<file path="src/rtl/uart_pkg.sv">
// Shared types and helpers for the UART frame engine.
// State encodings, cfg field positions, frame width helpers.
package uart_pkg;

  typedef enum logic [2:0] {
    TX_IDLE,
    TX_START,
    TX_DATA,
    TX_PARITY,
    TX_STOP
  } tx_state_e;

  typedef enum logic [2:0] {
    RX_IDLE,
    RX_START,
    RX_DATA,
    RX_PARITY,
    RX_STOP
  } rx_state_e;

  // cfg = {stop_sel, parity_en, parity_even, data_len[1:0]}
  localparam int CFG_STOP    = 4;
  localparam int CFG_PEN     = 3;
  localparam int CFG_PEVEN   = 2;
  localparam int CFG_LEN_MSB = 1;
  localparam int CFG_LEN_LSB = 0;

  function automatic logic [3:0] data_bits(
    input logic [1:0] len
  );
    return 4'd5 + {2'b00, len};
  endfunction

  // Keeps only the active payload bits.
  function automatic logic [7:0] data_mask(
    input logic [1:0] len
  );
    return 8'hFF >> (2'd3 - len);
  endfunction

endpackage

</file>
<file path="src/rtl/uart_rx_fifo.sv">
// Synchronous FIFO for received frames {ferr, perr, data}.
// Ports: push/push_data in, pop in, head/full/empty out.
module uart_rx_fifo #(
  parameter int unsigned DEPTH = 4,
  parameter int unsigned W     = 10
) (
  input  logic         clk,
  input  logic         rst_n,
  input  logic         push,
  input  logic [W-1:0] push_data,
  input  logic         pop,
  output logic [W-1:0] head,
  output logic         full,
  output logic         empty
);

  localparam int unsigned PW = $clog2(DEPTH);
  localparam int unsigned CW = PW + 1;

  logic [W-1:0]  mem_q [DEPTH];
  logic [PW-1:0] wr_ptr_q, wr_ptr_d;
  logic [PW-1:0] rd_ptr_q, rd_ptr_d;
  logic [CW-1:0] count_q, count_d;
  logic          wr, rd;

  assign full  = (count_q == CW'(DEPTH));
  assign empty = (count_q == '0);
  assign head  = empty ? '0 : mem_q[rd_ptr_q];

  // A pop frees the head slot, so a full FIFO may
  // still take a push in the same cycle.
  assign rd = pop && !empty;
  assign wr = push && (!full || rd);

  always_comb begin
    wr_ptr_d = wr_ptr_q;
    rd_ptr_d = rd_ptr_q;
    count_d  = count_q;
    if (wr) wr_ptr_d = wr_ptr_q + 1'b1;
    if (rd) rd_ptr_d = rd_ptr_q + 1'b1;
    if (wr && !rd) count_d = count_q + 1'b1;
    if (rd && !wr) count_d = count_q - 1'b1;
  end

  always_ff @(posedge clk) begin
    if (!rst_n) begin
      wr_ptr_q <= '0;
      rd_ptr_q <= '0;
      count_q  <= '0;
    end else begin
      wr_ptr_q <= wr_ptr_d;
      rd_ptr_q <= rd_ptr_d;
      count_q  <= count_d;
    end
  end

  always_ff @(posedge clk) begin
    if (wr) mem_q[wr_ptr_q] <= push_data;
  end

endmodule

</file>
<file path="src/rtl/uart_frame_engine.sv">
// Full-duplex UART: baud prescaler, TX/RX FSMs, RX FIFO, loopback.
// Ports: baud_div/cfg setup, tx valid/ready, rx valid/ready + flags.
module uart_frame_engine #(
  parameter int unsigned OVERSAMPLE = 16,
  parameter int unsigned DIV_W      = 16,
  parameter int unsigned FIFO_DEPTH = 4
) (
  input  logic             clk,
  input  logic             rst_n,
  input  logic [DIV_W-1:0] baud_div,
  input  logic [4:0]       cfg,
  input  logic             loopback,
  input  logic [7:0]       tx_data,
  input  logic             tx_valid,
  output logic             tx_ready,
  output logic             tx_sn,
  input  logic             rx_sn,
  output logic [7:0]       rx_data,
  output logic             rx_valid,
  input  logic             rx_ready,
  output logic             rx_perr,
  output logic             rx_ferr,
  output logic             rx_overrun
);
  import uart_pkg::*;

  localparam int unsigned OS_W = $clog2(OVERSAMPLE + 1);
  localparam logic [OS_W-1:0] OS_LAST  = OS_W'(OVERSAMPLE - 1);
  localparam logic [OS_W-1:0] OS_HALF  = OS_W'(OVERSAMPLE / 2 - 1);
  // Start bit counts one extra tick so it never runs
  // short of a full bit after the prescaler phase.
  localparam logic [OS_W-1:0] OS_START = OS_W'(OVERSAMPLE);

  // prescaler
  logic [DIV_W-1:0] div_q, div_d;
  logic             tick;

  assign tick  = (div_q >= baud_div);
  assign div_d = tick ? '0 : div_q + 1'b1;

  // TX
  tx_state_e       tx_state_q, tx_state_d;
  logic [OS_W-1:0] tx_tcnt_q, tx_tcnt_d;
  logic [2:0]      tx_bit_q, tx_bit_d;
  logic [7:0]      tx_data_q, tx_data_d;
  logic [4:0]      tx_cfg_q, tx_cfg_d;
  logic            tx_par_q, tx_par_d;
  logic [7:0]      tx_masked;
  logic [3:0]      tx_nb;
  logic            tx_line;

  assign tx_masked = tx_data & data_mask(cfg[CFG_LEN_MSB:CFG_LEN_LSB]);
  assign tx_nb     = data_bits(tx_cfg_q[CFG_LEN_MSB:CFG_LEN_LSB]);
  assign tx_ready  = (tx_state_q == TX_IDLE);
  assign tx_sn     = loopback | tx_line;

  always_comb begin
    tx_state_d = tx_state_q;
    tx_tcnt_d  = tx_tcnt_q;
    tx_bit_d   = tx_bit_q;
    tx_data_d  = tx_data_q;
    tx_cfg_d   = tx_cfg_q;
    tx_par_d   = tx_par_q;
    unique case (tx_state_q)
      TX_IDLE: begin
        if (tx_valid) begin
          tx_state_d = TX_START;
          tx_tcnt_d  = '0;
          tx_bit_d   = '0;
          tx_data_d  = tx_masked;
          tx_cfg_d   = cfg;
          tx_par_d   = cfg[CFG_PEVEN] ? ^tx_masked : ~^tx_masked;
        end
      end
      TX_START: begin
        if (tick) begin
          if (tx_tcnt_q == OS_START) begin
            tx_state_d = TX_DATA;
            tx_tcnt_d  = '0;
          end else begin
            tx_tcnt_d = tx_tcnt_q + 1'b1;
          end
        end
      end
      TX_DATA: begin
        if (tick) begin
          if (tx_tcnt_q == OS_LAST) begin
            tx_tcnt_d = '0;
            if ({1'b0, tx_bit_q} == tx_nb - 4'd1) begin
              tx_bit_d   = '0;
              tx_state_d = tx_cfg_q[CFG_PEN] ? TX_PARITY : TX_STOP;
            end else begin
              tx_bit_d = tx_bit_q + 1'b1;
            end
          end else begin
            tx_tcnt_d = tx_tcnt_q + 1'b1;
          end
        end
      end
      TX_PARITY: begin
        if (tick) begin
          if (tx_tcnt_q == OS_LAST) begin
            tx_tcnt_d  = '0;
            tx_state_d = TX_STOP;
          end else begin
            tx_tcnt_d = tx_tcnt_q + 1'b1;
          end
        end
      end
      TX_STOP: begin
        // tx_bit_q counts stop bits here
        if (tick) begin
          if (tx_tcnt_q == OS_LAST) begin
            tx_tcnt_d = '0;
            if (tx_cfg_q[CFG_STOP] && tx_bit_q == 3'd0) begin
              tx_bit_d = 3'd1;
            end else begin
              tx_state_d = TX_IDLE;
            end
          end else begin
            tx_tcnt_d = tx_tcnt_q + 1'b1;
          end
        end
      end
      default: tx_state_d = TX_IDLE;
    endcase
  end

  always_comb begin
    tx_line = 1'b1;
    unique case (tx_state_q)
      TX_START:  tx_line = 1'b0;
      TX_DATA:   tx_line = tx_data_q[tx_bit_q];
      TX_PARITY: tx_line = tx_par_q;
      default:   tx_line = 1'b1;
    endcase
  end

  // RX
  rx_state_e       rx_state_q, rx_state_d;
  logic [OS_W-1:0] rx_tcnt_q, rx_tcnt_d;
  logic [2:0]      rx_bit_q, rx_bit_d;
  logic [7:0]      rx_data_q, rx_data_d;
  logic [3:0]      rx_cfg_q, rx_cfg_d;
  logic            rx_perr_q, rx_perr_d;
  logic [1:0]      sync_q, sync_d;
  logic            rx_s, rx_exp_par;
  logic [3:0]      rx_nb;
  logic            push, pop, full, empty;
  logic [9:0]      push_data, head;
  logic            ovr_q, ovr_d;

  assign sync_d = {sync_q[0], loopback ? tx_line : rx_sn};
  assign rx_s   = sync_q[1];
  assign rx_nb  = data_bits(rx_cfg_q[CFG_LEN_MSB:CFG_LEN_LSB]);
  assign rx_exp_par = rx_cfg_q[CFG_PEVEN] ? ^rx_data_q : ~^rx_data_q;

  always_comb begin
    rx_state_d = rx_state_q;
    rx_tcnt_d  = rx_tcnt_q;
    rx_bit_d   = rx_bit_q;
    rx_data_d  = rx_data_q;
    rx_cfg_d   = rx_cfg_q;
    rx_perr_d  = rx_perr_q;
    push       = 1'b0;
    push_data  = {~rx_s, rx_perr_q, rx_data_q};
    unique case (rx_state_q)
      RX_IDLE: begin
        if (!rx_s) begin
          rx_state_d = RX_START;
          rx_tcnt_d  = '0;
          rx_bit_d   = '0;
          rx_data_d  = '0;
          rx_perr_d  = 1'b0;
          rx_cfg_d   = cfg[3:0];
        end
      end
      RX_START: begin
        if (tick) begin
          if (rx_tcnt_q == OS_HALF) begin
            rx_tcnt_d  = '0;
            rx_state_d = rx_s ? RX_IDLE : RX_DATA;
          end else begin
            rx_tcnt_d = rx_tcnt_q + 1'b1;
          end
        end
      end
      RX_DATA: begin
        if (tick) begin
          if (rx_tcnt_q == OS_LAST) begin
            rx_tcnt_d = '0;
            rx_data_d[rx_bit_q] = rx_s;
            if ({1'b0, rx_bit_q} == rx_nb - 4'd1) begin
              rx_state_d = rx_cfg_q[CFG_PEN] ? RX_PARITY : RX_STOP;
            end else begin
              rx_bit_d = rx_bit_q + 1'b1;
            end
          end else begin
            rx_tcnt_d = rx_tcnt_q + 1'b1;
          end
        end
      end
      RX_PARITY: begin
        if (tick) begin
          if (rx_tcnt_q == OS_LAST) begin
            rx_tcnt_d  = '0;
            rx_perr_d  = (rx_s != rx_exp_par);
            rx_state_d = RX_STOP;
          end else begin
            rx_tcnt_d = rx_tcnt_q + 1'b1;
          end
        end
      end
      RX_STOP: begin
        // Push at mid stop so a following start edge is caught.
        if (tick) begin
          if (rx_tcnt_q == OS_LAST) begin
            rx_tcnt_d  = '0;
            push       = 1'b1;
            rx_state_d = RX_IDLE;
          end else begin
            rx_tcnt_d = rx_tcnt_q + 1'b1;
          end
        end
      end
      default: rx_state_d = RX_IDLE;
    endcase
  end

  assign pop = rx_ready && !empty;

  always_comb begin
    ovr_d = ovr_q;
    if (pop) ovr_d = 1'b0;
    else if (push && full) ovr_d = 1'b1;
  end

  uart_rx_fifo #(
    .DEPTH (FIFO_DEPTH),
    .W     (10)
  ) u_fifo (
    .clk       (clk),
    .rst_n     (rst_n),
    .push      (push),
    .push_data (push_data),
    .pop       (pop),
    .head      (head),
    .full      (full),
    .empty     (empty)
  );

  assign rx_data    = head[7:0];
  assign rx_perr    = head[8];
  assign rx_ferr    = head[9];
  assign rx_valid   = !empty;
  assign rx_overrun = ovr_q;

  always_ff @(posedge clk) begin
    if (!rst_n) begin
      div_q      <= '0;
      tx_state_q <= TX_IDLE;
      tx_tcnt_q  <= '0;
      tx_bit_q   <= '0;
      tx_data_q  <= '0;
      tx_cfg_q   <= '0;
      tx_par_q   <= 1'b0;
      sync_q     <= 2'b11;
      rx_state_q <= RX_IDLE;
      rx_tcnt_q  <= '0;
      rx_bit_q   <= '0;
      rx_data_q  <= '0;
      rx_cfg_q   <= '0;
      rx_perr_q  <= 1'b0;
      ovr_q      <= 1'b0;
    end else begin
      div_q      <= div_d;
      tx_state_q <= tx_state_d;
      tx_tcnt_q  <= tx_tcnt_d;
      tx_bit_q   <= tx_bit_d;
      tx_data_q  <= tx_data_d;
      tx_cfg_q   <= tx_cfg_d;
      tx_par_q   <= tx_par_d;
      sync_q     <= sync_d;
      rx_state_q <= rx_state_d;
      rx_tcnt_q  <= rx_tcnt_d;
      rx_bit_q   <= rx_bit_d;
      rx_data_q  <= rx_data_d;
      rx_cfg_q   <= rx_cfg_d;
      rx_perr_q  <= rx_perr_d;
      ovr_q      <= ovr_d;
    end
  end

endmodule
</file>
<file path="config.mk">
export PLATFORM = sky130hd
export DESIGN_NAME = uart_frame_engine
export DESIGN_NICKNAME = d
export VERILOG_FILES = /design/src/rtl/uart_pkg.sv /design/src/rtl/uart_rx_fifo.sv /design/src/rtl/uart_frame_engine.sv
export SDC_FILE = /design/constraint.sdc
export NUM_CORES = 1
export LEC_CHECK = 0
export ABC_AREA = 0
export CORE_ASPECT_RATIO = 1.75
export CORE_MARGIN = 2
export CORE_UTILIZATION = 30
export CTS_BUF_LIST = sky130_fd_sc_hd__clkbuf_8
export CTS_CLUSTER_DIAMETER = 150
export DETAILED_ROUTE_END_ITERATION = 8
export GPL_TIMING_DRIVEN = 0
export PLACE_DENSITY_LB_ADDON = 0.08
export SLEW_MARGIN = 20
export SYNTH_ARGS = -nofsm -noshare
export SYNTH_HDL_FRONTEND = slang
export SYNTH_SLANG_ARGS = --single-unit
export TNS_END_PERCENT = 1
</file>
<file path="constraint.sdc">
create_clock -name clk -period 8.7 [get_ports clk]
set_input_delay 1.74 -clock clk [delete_from_list [all_inputs] [get_ports clk]]
set_output_delay 1.74 -clock clk [all_outputs]
set_load 0.02 [all_outputs]
</file>
==> run_summary.xml <==
<?xml version="1.0" encoding="UTF-8"?>
<metrics>
  <group name="yosys">
    <metric name="average_cell_area_after_synthesis" unit="um^2">9.75</metric>
    <metric name="async_flop_share" unit="%">0</metric>
    <metric name="number_of_enable_flip_flop_cells_after_synthesis" unit="">40</metric>
    <metric name="synth_nets" unit="">707</metric>
    <metric name="synth-seq-area-share" unit="%">43.6</metric>
    <metric name="synth-main-ff-cell" unit="">dfxtp_1</metric>
    <metric name="syn-cell-area" unit="um^2">6240</metric>
    <metric name="post_synthesis_cell_type_count" unit="">69</metric>
    <metric name="synthesis.instances" unit="">640</metric>
    <metric name="synth.ff_latch_count" unit="">116</metric>
    <metric name="warnings_from_yosys" unit="">0</metric>
  </group>
  <group name="timing">
    <metric name="timing.final.ws_setup" unit="ns">3.70</metric>
    <metric name="finalWorstPathRequiredPeriod" unit="ns">5.00</metric>
    <metric name="hold_viol" unit="">0</metric>
    <metric name="final.period_utilization" unit="%">57.4</metric>
    <metric name="worst_slew_pin_slew" unit="ns">1.05</metric>
    <metric name="fin_tns_setup" unit="ns">0</metric>
    <metric name="final_max_slew_viol_count" unit="">0</metric>
    <metric name="max_freq" unit="MHz">200</metric>
    <metric name="worst_case_headroom_to_the_max_slew_limit" unit="%">29.2</metric>
    <metric name="rsz_0062_raised_after_global_routing" unit="">false</metric>
    <metric name="setup-violations-final" unit="">0</metric>
    <metric name="timing.clock.skew" unit="ns">0.0145</metric>
  </group>
  <group name="route">
    <metric name="post_drt_via_cell_ratio" unit="">4.97</metric>
    <metric name="tritonroute_pass_1_iters" unit="">6</metric>
    <metric name="wl_per_cell" unit="um">17.3</metric>
    <metric name="drt_iter0_drc" unit="">243</metric>
    <metric name="number_of_nets_with_antenna_violations_after_detailed_routing" unit="">0</metric>
    <metric name="routed-via-count" unit="">4810</metric>
    <metric name="detail_route.wirelength" unit="um">16700</metric>
    <metric name="remaining_drc_errors" unit="">4</metric>
  </group>
  <group name="cells_and_area">
    <metric name="drive_gt1_share" unit="%">9.31</metric>
    <metric name="final_cell_mix" unit="">nand2_1, dfxtp_1, clkdlybuf4s50_1</metric>
    <metric name="layout_commonest_cell" unit="">nand2_1</metric>
    <metric name="area_growth_syn_to_layout" unit="%">19.6</metric>
    <metric name="design.final.nets" unit="">774</metric>
    <metric name="num_antenna_cells" unit="">0</metric>
  </group>
  <group name="die">
    <metric name="die_h" unit="um">195</metric>
    <metric name="io_pins" unit="">49</metric>
    <metric name="fp.dieW" unit="um">113</metric>
    <metric name="initial_core_utilization" unit="%">30.6</metric>
    <metric name="fp-row-count" unit="">69</metric>
    <metric name="core_region_area" unit="um^2">20400</metric>
    <metric name="design.die.area" unit="um^2">22000</metric>
  </group>
  <group name="global_routing">
    <metric name="met1_usage" unit="%">15.5</metric>
    <metric name="initial_antenna_violation_count" unit="">0</metric>
    <metric name="grt_util_all_layers" unit="%">15.6</metric>
    <metric name="grt_most_used_layer" unit="">met2</metric>
    <metric name="grt_first_pass_wirelength" unit="um">26500</metric>
    <metric name="use_met3" unit="%">2.59</metric>
    <metric name="grt.met2_usage" unit="%">31.0</metric>
    <metric name="grt_max_degree" unit="">17</metric>
    <metric name="global_route_total_overflow" unit="">0</metric>
    <metric name="first_global_vias" unit="">5086</metric>
  </group>
  <group name="placement">
    <metric name="setup_slack_placement" unit="ns">3.72</metric>
    <metric name="gp_routability_congestion" unit="">0.800</metric>
    <metric name="port_buffers" unit="">48</metric>
    <metric name="hpwlAfterDp" unit="um">12700</metric>
  </group>
  <group name="setup_path">
    <metric name="cp.required" unit="ns">6.96</metric>
    <metric name="worst_reg2reg_path_startpoint" unit="">div_q[9]$_SDFF_PP0_</metric>
    <metric name="crit-reg2reg-capture" unit="">tx_tcnt_q[4]$_SDFFE_PN0P_</metric>
    <metric name="end_kind" unit="">primary output</metric>
    <metric name="timing.reg2reg.setup_slack" unit="ns">5.59</metric>
    <metric name="rr_worst_depth" unit="">7</metric>
    <metric name="crit_path_start_kind" unit="">input port</metric>
    <metric name="timing_worst_setup_path_type" unit="">input port to primary output</metric>
    <metric name="cp_data_arrival_time" unit="ns">3.26</metric>
    <metric name="worstSetupEndpoint" unit="">tx_sn</metric>
    <metric name="crit_fanout" unit="">3</metric>
    <metric name="critPathLaunch" unit="">loopback</metric>
  </group>
  <group name="power">
    <metric name="p_per_area" unit="nW/um^2">169</metric>
    <metric name="p_leak" unit="uW">0.00279</metric>
    <metric name="worst_supply_voltage_drop_on_vdd" unit="uV">70.8</metric>
  </group>
  <group name="clock_tree">
    <metric name="cts.htree.levels" unit="">4</metric>
    <metric name="numCtsBuffers" unit="">17</metric>
    <metric name="worst_setup_hold_path_clk_slew" unit="ns">0.07</metric>
    <metric name="buffer_depth_of_the_longest_clock_path" unit="">2</metric>
    <metric name="cts.hold.buffers_added" unit="">0</metric>
    <metric name="cts_repair_resize_count" unit="">0</metric>
    <metric name="cts_tree" unit="">yes</metric>
    <metric name="cts_setup_buffers" unit="">0</metric>
    <metric name="clk_root_buffer_cell" unit="">clkbuf_8</metric>
    <metric name="clock_insertion_delay_worst_skew" unit="ns">0.44</metric>
    <metric name="clock_sinks" unit="">116</metric>
  </group>
  <group name="outcome">
    <metric name="violations" unit="">DRC</metric>
    <metric name="status" unit="">finished with violations</metric>
  </group>
  <group name="flow_run">
    <metric name="timing.max_cap.violations" unit="">0</metric>
  </group>
  <group name="min_path">
    <metric name="worstHoldPathType" unit="">flop to flop</metric>
  </group>
</metrics>
==> cells by family (layout without fill, tap and decap cells) <==
family	after synthesis	in the layout	synth area share, %
simple gates	245	245	19.9
flops	116	116	43.6
compound gates	111	111	12.5
buf+inv	64	144	4.35
xor+xnor	41	41	5.76
fa+ha+maj	32	32	6.54
mux	31	31	7.40
==> cell usage after synthesis (all sizes together) (14+ instances only) <==
library cell	instances	share of area (%)
and3	14	1.4
mux2i	18	2.9
xor2	14	2.0
and2	19	1.9
xnor2	27	3.8
inv	35	2.1
nand2	89	5.4
o21ai	23	1.9
ha	31	6.2
edfxtp	40	19
dfxtp	76	24
nor2	40	2.4
clkbuf	22	1.6
a21boi	21	2.6
nand3	25	2.0
a21oi	15	1.2
==> worst max-delay path, stage by stage <==
cell and delay, ns:
clkdlybuf4s50_1 0.43, or4_1 0.52, clkdlybuf4s50_1 0.56
==> state kept, by name, indices dropped and copies added, names as in the netlist, named ones only <==
register / cells
rx_cfg_q: 4
rx_state_q: 3
rx_bit_q: 3
tx_cfg_q: 4
rx_overrun: 1
u_fifo.rd_ptr_q: 2
sync_q: 2
tx_tcnt_q: 5
tx_bit_q: 3
tx_par_q: 1
div_q: 16
rx_perr_q: 1
rx_data_q: 8
tx_state_q: 3
rx_tcnt_q: 5
u_fifo.count_q: 3
u_fifo.mem_q: 40
tx_data_q: 8
u_fifo.wr_ptr_q: 2
==> layout make-up <==
cell class                 instances  area, um^2
multi-input combinational        460        3250
timing repair buffer              48         480
tap                              248         310
buffer                            29         140
clock inverter                    11         135
fill                            2082       12900
clock buffer                      21         289
inverter                          35         131
sequential                       116        2720
==> routing by layer <==
metal | vias to the layer above | part of all wire [%]
li1 | 2422 | -
met1 | 2316 | 38
met2 | 56 | 58
met3 | 16 | 2.3
met4 | 0 | 2.0
met5 | - | 0
==> through the flow <==
step                hold slack, ns  instances  util (%)  power (uW)  cell area, um^2
floorplan                    0.386        640         -         685             6240
global placement             0.399        936      34.5         741             7030
detailed placement           0.408        936      34.5         744             7040
CTS                          0.432        968      36.6        1290             7460
global route                 0.457        968      36.6        1320             7460
finish                       0.429        968      36.6        1260             7460
==> worst min-delay path by stage <==
stage,from,endpoint,cells after the start
after floorplan,sync_q[0]$_SDFF_PN1_,sync_q[1]$_SDFF_PN1_,1
final,sync_q[0]$_SDFF_PN1_,sync_q[1]$_SDFF_PN1_,1
after detailed placement,sync_q[0]$_SDFF_PN1_,sync_q[1]$_SDFF_PN1_,1
after CTS,sync_q[0]$_SDFF_PN1_,sync_q[1]$_SDFF_PN1_,1
after global placement,sync_q[0]$_SDFF_PN1_,sync_q[1]$_SDFF_PN1_,1
after global routing,sync_q[0]$_SDFF_PN1_,sync_q[1]$_SDFF_PN1_,1
==> report_power, final <==
part	internal [uW]	switching [uW]
Clock	310	224
Combinational	63.5	87.3
Sequential	570	9.10
Total	944	320
No activity file was read; power rests on OpenSTA's default activity.
